<file path="src/rtl/clock_pkg.sv">
// Shared definitions for the 12-hour clock family: alarm FSM state encodings
// and the 1 Hz tick convention every timer in the family counts against.
package clock_pkg;

  // Alarm sequencing states; encoding 2'd3 is unused and recovers to IDLE.
  typedef enum logic [1:0] {
    ST_IDLE    = 2'd0,
    ST_RINGING = 2'd1,
    ST_SNOOZE  = 2'd2
  } alarm_state_t;

  // tick_1hz is a single clk-cycle pulse once per second, in the clk domain.
  // Timers advance only on cycles where it is high.
  localparam int TICK_PULSE_CYCLES = 1;

endpackage

</file>
<file path="src/rtl/second_countdown.sv">
// Loadable seconds countdown advanced by the 1 Hz tick; done flags the last
// second (value==1) so the owner can act on the same tick that expires it.
module second_countdown #(
  parameter int W = 9
) (
  input  logic         clk,
  input  logic         reset,
  input  logic         i_load,
  input  logic [W-1:0] i_load_val,
  input  logic         i_tick,
  output logic         o_done
);

  logic [W-1:0] r_value;

  // Load wins over tick; decrement stops at zero so the counter never wraps.
  always_ff @(posedge clk) begin
    if (reset)                         r_value <= '0;
    else if (i_load)                   r_value <= i_load_val;
    else if (i_tick && r_value != '0)  r_value <= r_value - W'(1);
  end

  assign o_done = (r_value == W'(1));

endmodule

</file>
<file path="src/rtl/alarm_ring_controller.sv">
// Alarm sequencer between the alarm-compare datapath and the buzzer/buttons:
// ringing with 1 s beep cadence, limited snoozes, dismiss, and ring timeout.
module alarm_ring_controller
  import clock_pkg::*;
#(
  parameter int SNOOZE_SECONDS = 300,
  parameter int RING_TIMEOUT   = 60,
  parameter int MAX_SNOOZES    = 3
) (
  input  logic       clk,
  input  logic       reset,
  input  logic       tick_1hz,
  input  logic       alarm_enable,
  input  logic       alarm_match,
  input  logic       snooze_btn,
  input  logic       dismiss_btn,
  output logic       buzzer,
  output logic       ringing,
  output logic       snoozing,
  output logic [7:0] snooze_count,
  output logic       alarm_missed
);

  localparam int RT_W = $clog2(RING_TIMEOUT + 1);
  localparam int SN_W = $clog2(SNOOZE_SECONDS + 1);

  alarm_state_t    r_state, w_state_nxt;
  logic            r_match_q;
  logic [RT_W-1:0] r_ring_timer, w_ring_timer_nxt;
  logic            r_beep_phase, w_beep_nxt;
  logic [7:0]      r_snooze_count, w_count_nxt;
  logic            w_missed_nxt;
  logic            w_snz_load;
  logic            w_snz_done;
  logic            w_match_rise;
  logic            r_ringing, r_snoozing, r_buzzer, r_alarm_missed;

  assign w_match_rise = alarm_match & ~r_match_q;

  // Match edge detector; cleared by reset so a match held across release fires.
  always_ff @(posedge clk) begin
    if (reset) r_match_q <= 1'b0;
    else       r_match_q <= alarm_match;
  end

  // Snooze interval timer, only ticked while snoozing.
  second_countdown #(.W(SN_W)) u_snooze_cd (
    .clk        (clk),
    .reset      (reset),
    .i_load     (w_snz_load),
    .i_load_val (SN_W'(SNOOZE_SECONDS)),
    .i_tick     (tick_1hz && (r_state == ST_SNOOZE)),
    .o_done     (w_snz_done)
  );

  // Next-state and datapath updates; abort/dismiss outrank snooze, which outranks ticks.
  always_comb begin
    w_state_nxt      = r_state;
    w_ring_timer_nxt = r_ring_timer;
    w_beep_nxt       = r_beep_phase;
    w_count_nxt      = r_snooze_count;
    w_missed_nxt     = 1'b0;
    w_snz_load       = 1'b0;
    case (r_state)
      ST_IDLE: begin
        if (w_match_rise && alarm_enable) begin
          w_state_nxt      = ST_RINGING;
          w_ring_timer_nxt = '0;
          w_beep_nxt       = 1'b1;
          w_count_nxt      = '0;
        end
      end
      ST_RINGING: begin
        if (!alarm_enable || dismiss_btn) begin
          w_state_nxt = ST_IDLE;
        end else if (snooze_btn && (r_snooze_count < 8'(MAX_SNOOZES))) begin
          w_state_nxt = ST_SNOOZE;
          w_snz_load  = 1'b1;
          w_count_nxt = r_snooze_count + 8'd1;
        end else if (tick_1hz && (r_ring_timer == RT_W'(RING_TIMEOUT - 1))) begin
          w_state_nxt  = ST_IDLE;
          w_missed_nxt = 1'b1;
        end else if (tick_1hz) begin
          w_ring_timer_nxt = r_ring_timer + RT_W'(1);
          w_beep_nxt       = ~r_beep_phase;
        end
      end
      ST_SNOOZE: begin
        if (!alarm_enable || dismiss_btn) begin
          w_state_nxt = ST_IDLE;
        end else if (tick_1hz && w_snz_done) begin
          w_state_nxt      = ST_RINGING;
          w_ring_timer_nxt = '0;
          w_beep_nxt       = 1'b1;
        end
      end
      default: w_state_nxt = ST_IDLE;
    endcase
  end

  // State, timers and Moore output registers.
  always_ff @(posedge clk) begin
    if (reset) begin
      r_state        <= ST_IDLE;
      r_ring_timer   <= '0;
      r_beep_phase   <= 1'b0;
      r_snooze_count <= '0;
      r_ringing      <= 1'b0;
      r_snoozing     <= 1'b0;
      r_buzzer       <= 1'b0;
      r_alarm_missed <= 1'b0;
    end else begin
      r_state        <= w_state_nxt;
      r_ring_timer   <= w_ring_timer_nxt;
      r_beep_phase   <= w_beep_nxt;
      r_snooze_count <= w_count_nxt;
      r_ringing      <= (w_state_nxt == ST_RINGING);
      r_snoozing     <= (w_state_nxt == ST_SNOOZE);
      r_buzzer       <= (w_state_nxt == ST_RINGING) && w_beep_nxt;
      r_alarm_missed <= w_missed_nxt;
    end
  end

  assign ringing      = r_ringing;
  assign snoozing     = r_snoozing;
  assign buzzer       = r_buzzer;
  assign snooze_count = r_snooze_count;
  assign alarm_missed = r_alarm_missed;

endmodule

</file>
<file path="config.mk">
export PLATFORM = sky130hd
export DESIGN_NAME = alarm_ring_controller
export DESIGN_NICKNAME = d
export VERILOG_FILES = /design/src/rtl/clock_pkg.sv /design/src/rtl/second_countdown.sv /design/src/rtl/alarm_ring_controller.sv
export SDC_FILE = /design/constraint.sdc
export NUM_CORES = 1
export LEC_CHECK = 0
export CAP_MARGIN = 20
export CORE_MARGIN = 10
export CORE_UTILIZATION = 55
export DETAILED_ROUTE_END_ITERATION = 6
export PLACE_DENSITY = 0.82
export SKIP_CTS_REPAIR_TIMING = 1
export SLEW_MARGIN = 20
export SYNTH_ARGS = -nofsm -noshare
export SYNTH_HDL_FRONTEND = slang
export SYNTH_HIERARCHICAL = 1
export SYNTH_SLANG_ARGS = --single-unit
</file>
<file path="constraint.sdc">
create_clock -name clk -period 3.38 [get_ports clk]
set_clock_uncertainty 0.05 [all_clocks]
set_input_delay 0.507 -clock clk [delete_from_list [all_inputs] [get_ports clk]]
set_output_delay 0.507 -clock clk [all_outputs]
set_load 0.01 [all_outputs]
</file>
==> run summary, run 1 <==
status = finished, final reports clean
total of max-cap violations = 0
buffer depth of the longest clock path = 2
Initial Util = 58.3%
final wirelength = 3550 um
worst path required time = 3540 ps
Detailed Place HPWL = 2650 um
initial antenna violation count = 0
Top Ports = 19
Setup crit start kind = input port
P_leak = 0.000716 uW
GPL Wtd Cong = 0.821
number of synthesized flops with an enable pin = 0
sequential fraction of the synthesis area = 38.3%
met2 Resource Use GR = 21.6%
Critical-path top delay cell = nor3_1
Die Span Y = 74.3 um
Synth Cell Area = 0.00162 mm2
Critical Path Max Stage Delay = 540 ps
CTS tree = built
Netlist cell types = 55
P_int = 516 uW
switching power total = 162 uW
FP Rows = 19
Final Hold Fails = 0
clock share of power = 36.7%
fmax = 0.379 GHz
Area after DPL = 0.00187 mm2
Synth Warn # = 6
post-synth top area cell = dfxtp_1
Area growth syn-to-layout = 19.4%
count leader, synth = dfxtp_1
die area = 0.00552 mm2
Tmin final = 2640 ps
Final period util = 78.1%
Antenna diodes = 0
Top Family by Delay on Critical Path = simple AND/OR/NAND/NOR gates
Vias = 1,437
Buf/Inv on CP = 2
clock sinks = 31
maximum vdd drop = 0.330 mV
Worst Path Max Fanout = 16
Slew @ Worst Pin = 610 ps
Top Usage Layer GRT = met2
Total Neg Setup Slack = 0 ps
pwr dens = 350 mW/mm2
sequential group share of total power = 55.2%
Max Slew Vio Count = 0
post-synthesis register bit count = 31
CTS buffer count = 5
clk root buf = clkbuf_4
routed len/inst = 14.5 um
Worst-path clk slew = 90 ps
Synth Flop Type = dfxtp_1
Comb pwr share = 8.1%
Die Wd = 74.3 um
Worst-Skew Late Latency = 340 ps
Setup-failing EPs final = 0
synth cell count leaders = dfxtp_1 (31), nor2_1 (21), nand2_1 (9)
Mapped Avg Cell Area = 8.91 um2
largest net degree at the start of global routing = 24
Final Cell Area = 0.00194 mm2
crit path DAT = 2800 ps
async set or reset register ratio after synthesis = 0%
first-pass GRT wire length = 6150 um
crit path kind = in2reg
antenna viol nets, final = 0
dominant cells by area after synthesis = dfxtp_1 (38%), nor2_1 (4.9%), ha_1 (3.9%), a211oi_1 (3.2%), xor2_1 (2.7%)
max_slew headroom = 59.0%
worst path cell trace = clkdlybuf4s50_1 > nor4b_1 > nand2_1 > nor3_1 > inv_1 > nor2_1 > a211oi_2
Yosys top cell area share = 38.3%
Tot GR Track Use = 14.1%
input/output buffers = 18
vias in the first global route = 1,353
Synth Instances = 182
layout net count = 224
critical path capture point type = flop
met3 global-route usage = 4.65%
Post-route DRC = 0
DRT Pass-1 Iters = 4
class of the worst hold path = reg2reg
met1 usage = 17.3%
H-tree level count = 2
initial drt markers = 120
share of layout cells above drive strength 1 = 9.39%
switching share of total power = 23.9%
average via count per standard cell = 5.89
RSZ-0062 raised after global routing = no
GR Overflow Total = 0
Core ar. = 0.00278 mm2
-- power by group through the flow --
stage,Combinational [uW],Clock (uW),Sequential (uW)
after floorplan,35.2,0,381
after global placement,52.8,0,382
after detailed placement,54.2,0,382
after CTS,54.5,254,374
after global routing,61.4,269,375
final,55.1,249,374
-- cell type report --
cell class | count | area, um2
well taps | 31 | 38.8
fillers | 224 | 846
multi-input cells | 148 | 990
flip-flops and latches | 31 | 621
inverters | 6 | 22.5
clock buffers | 8 | 68.8
repair buffers | 20 | 195
-- cell families (layout without fill, tap and decap cells) --
family / after synthesis / in the layout / share of synthesized area (%)
flops: 31 / 31 / 38.3
fa+ha+maj: 5 / 5 / 3.86
xor+xnor: 7 / 7 / 3.78
mux: 2 / 2 / 1.23
compound gates: 47 / 47 / 21.9
simple gates: 78 / 78 / 28.2
buf+inv: 10 / 34 / 2.31
other cells: 2 / 9 / 0.463
-- final timing paths --
check | startpoint | to | slack (ps) | depth (start not counted)
min reg2reg | snooze_count[6] | snooze_count[6] | 440 | 1
max reg2reg | snooze_count[0] | u_snooze_cd/r_value[6] | 780 | 7
min | snooze_count[6] | snooze_count[6] | 440 | 1
max | snooze_btn | u_snooze_cd/r_value[6] | 740 | 7
-- cell usage in the layout (no fill, tap or decap), types with 3 or more instances in the layout --
master           count
nor2b_1              6
inv_1                5
conb_1               9
nand2_1              9
a211oi_1             7
nor4_1               3
clkbuf_4             5
clkdlybuf4s50_1     18
nor2_1              21
o21ai_1              6
xor2_1               5
nand4_1              3
a21oi_1              7
and3_1               3
o21a_1               3
and2_1               4
nand3_1              3
ha_1                 5
dfxtp_1             31
nor3_1               7
-- per-layer routing --
layer / vias up / routed length [um]
met5: - / 0
met4: 0 / 78
met3: 9 / 244
met2: 38 / 1620
met1: 658 / 1610
li1: 732 / -
-- worst reg2reg max path, stage by stage (launching register included) --
cell and delay [ps]:
dfxtp_1 360, ha_1 200, nor4b_1 500, nand2_1 130
nor3_1 540, inv_1 400, nor2_1 230, a211oi_2 60
-- metrics by stage --
step | utilization, % | hold slack [ps] | power, uW | cells | setup slack, ps
finish | 69.6 | 443 | 678 | 244 | 742
global route | 69.6 | 462 | 705 | 244 | 434
CTS | 69.6 | 442 | 682 | 244 | 754
detailed placement | 67.1 | 424 | 436 | 236 | 404
global placement | 67.1 | 412 | 435 | 236 | 627
floorplan | - | 393 | 416 | 189 | 977
-- sequential cells by signal, indices dropped and copies added, names as in the netlist --
| signal | flops |
|---|---|
| alarm_missed | 1 |
| buzzer | 1 |
| r_beep_phase | 1 |
| r_match_q | 1 |
| r_ring_timer | 6 |
| r_state | 2 |
| ringing | 1 |
| snooze_count | 8 |
| snoozing | 1 |
| u_snooze_cd/r_value | 9 |
(Power assumes the default switching activity.)
==> inputs of run 2 (changes only) <==
==> constraint.sdc (replaced) <==
create_clock -name clk -period 2.7 [get_ports clk]
set_clock_uncertainty 0.05 [all_clocks]
set_input_delay 0.405 -clock clk [delete_from_list [all_inputs] [get_ports clk]]
set_output_delay 0.405 -clock clk [all_outputs]
set_load 0.01 [all_outputs]
==> run 2 against run 1 <==
Total power rose by 36%. Register-to-register slack lost 310 ps. Setup slack worse by 280 ps. Non-clock buffer count up 3. Combinational power rose by 29%. Critical path depth stayed put. Global-route usage is 0.68 points higher. Sequential share of layout area shrank 0.65 points. Clock power is 53% higher. First-iteration DRC count up 17%. Critical endpoint is now buzzer. Largest power group unchanged.
==> run summary, run 2 (synthesis results as in run 1) <==
crit path kind = reg2reg (was in2reg)
layout net count = 227 (was 224)
Setup-failing EPs final = 0 (unchanged)
Detailed Place HPWL = 2680 um (was 2650 um)
share of layout cells above drive strength 1 = 11.1% (was 9.39%)
largest net degree at the start of global routing = 23 (was 24)
clock share of power = 41.4% (was 36.7%)
Area after DPL = 0.00189 mm2 (was 0.00187 mm2)
class of the worst hold path = reg2reg (unchanged)
switching share of total power = 22.7% (was 23.9%)
buffer depth of the longest clock path = 2 (unchanged)
Final period util = 82.7%
average via count per standard cell = 6.11 (was 5.89)
CTS buffer count = 5 (unchanged)
worst path required time = 2870 ps (was 3540 ps)
Power Total = 921 uW (was 678 uW)
Die Span Y = 74.3 um (unchanged)
Antenna diodes = 0 (unchanged)
fmax = 0.448 GHz
max reg flops = 9 (unchanged)
Top Ports = 19 (unchanged)
Max Slew Vio Count = 0 (unchanged)
maximum vdd drop = 0.420 mV (was 0.330 mV)
RSZ-0062 raised after global routing = no (unchanged)
Worst-Skew Late Latency = 330 ps (was 340 ps)
Total Neg Setup Slack = 0 ps (unchanged)
Tot GR Track Use = 14.8% (was 14.1%)
initial drt markers = 140 (was 120)
GR Overflow Total = 0 (unchanged)
Core ar. = 0.00278 mm2 (unchanged)
switching power total = 209 uW (was 162 uW)
Worst-path clk slew = 100 ps (was 90 ps)
Final Hold Fails = 0 (unchanged)
Post-route DRC = 0 (unchanged)
Critical Path Max Stage Delay = 390 ps (was 540 ps)
Area growth syn-to-layout = 21.8% (was 19.4%)
GPL Wtd Cong = 0.890 (was 0.821)
sequential group share of total power = 50.9% (was 55.2%)
Die Wd = 74.3 um (unchanged)
P_leak = 0.000742 uW (was 0.000716 uW)
worst path cell trace = nor4_1 > and4b_1 > nand2_1 > nor3_1 > o2111ai_1 > a221oi_1 > nor2b_1 (was clkdlybuf4s50_1 > nor4b_1 > nand2_1 > nor3_1 > inv_1 > nor2_1 > a211oi_2)
Layout fillers = 224 (unchanged)
critical path capture point type = flop (unchanged)
max_slew headroom = 54.6% (was 59.0%)
FP Rows = 19 (unchanged)
Initial Util = 58.3% (unchanged)
CTS tree = built (unchanged)
Comb pwr share = 7.7% (was 8.1%)
P_int = 713 uW (was 516 uW)
Tmin final = 2230 ps
commonest non-fill, non-tap cell in the layout = dfxtp_1 (unchanged)
most frequent cells in the layout = dfxtp_1 (31), nor2_1 (21), clkdlybuf4s50_1 (18) (unchanged)
pwr dens = 466 mW/mm2 (was 350 mW/mm2)
Hold Worst Slack = 451 ps (was 443 ps)
DRT Pass-1 Iters = 4 (unchanged)
Critical-path top delay cell = dfxtp_1 (was nor3_1)
Core Util, Final = 71.0% (was 69.6%)
clk root buf = clkbuf_4 (unchanged)
status = finished, final reports clean (unchanged)
Setup crit start kind = flop (was input port)
clock sinks = 31 (unchanged)
routed len/inst = 15.3 um (was 14.5 um)
total of max-cap violations = 0 (unchanged)
Worst Path Max Fanout = 7 (was 16)
crit path DAT = 2410 ps (was 2800 ps)
antenna viol nets, final = 0 (unchanged)
Slew @ Worst Pin = 674 ps (was 610 ps)
Reg2Reg Setup Slack = 470 ps (was 780 ps)
most flop-heavy register = u_snooze_cd/r_value (unchanged)
die area = 0.00552 mm2 (unchanged)
Final Cell Area = 0.00198 mm2 (was 0.00194 mm2)
first-pass GRT wire length = 6580 um (was 6150 um)
initial antenna violation count = 0 (unchanged)
H-tree level count = 2 (unchanged)
input/output buffers = 18 (unchanged)
vias in the first global route = 1,456 (was 1,353)
final wirelength = 3770 um (was 3550 um)
Vias = 1,508 (was 1,437)
-- run 2: cell count changes in the layout (fill, tap and decap cells not counted) --
cell | previous run | this run
bufinv_16 | 0 | 1
clkbuf_8 | 2 | 1
clkbuf_1 | 1 | 0
buf_4 | 2 | 5
clkinv_2 | 0 | 1
-- run 2: worst paths after layout --
| kind | from | to | cells after the start |
|---|---|---|---|
| max | u_snooze_cd/r_value[2] | buzzer | 7 |
| min | snooze_count[6] | snooze_count[6] | 1 |
| max reg2reg | u_snooze_cd/r_value[2] | buzzer | 7 |
| min reg2reg | snooze_count[6] | snooze_count[6] | 1 |
-- run 2: layout make-up --
type	instances	area, um2	area share, %
multi-input cells	148	990	50.1
flip-flops and latches	31	621	31.4
repair buffers	23	218	11.0
clock buffers	6	51.3	2.60
well taps	31	38.8	1.96
clock inverters	2	35.0	1.77
inverters	6	22.5	1.14
-- run 2: layer usage --
metal  global-route usage [%]  wire (um)
met4                     4.07         44
met3                     6.25        311
met1                     17.5       1710
met2                     24.1       1710
met5                        0          0
-- run 2: stage by stage --
stage,setup slack (ps),instances
after detailed placement,262,239
after CTS,515,247
after floorplan,297,189
after global routing,318,247
final,466,247
after global placement,340,239
-- run 2: power groups by stage --
stage | Sequential, uW | Clock [uW] | Combinational (uW)
finish | 468 | 382 | 71.1
global route | 469 | 405 | 78.9
CTS | 468 | 388 | 70.0
detailed placement | 479 | 0 | 69.2
global placement | 478 | 0 | 67.3
floorplan | 477 | 0 | 44.0
-- run 2: worst max-delay path: cells and delay by family, from the launching register on --
kind | cells | cell delay [ps]
DFF | 1 | 390
AOI/OAI and AO/OA | 2 | 540
and+or+nand+nor | 5 | 1140
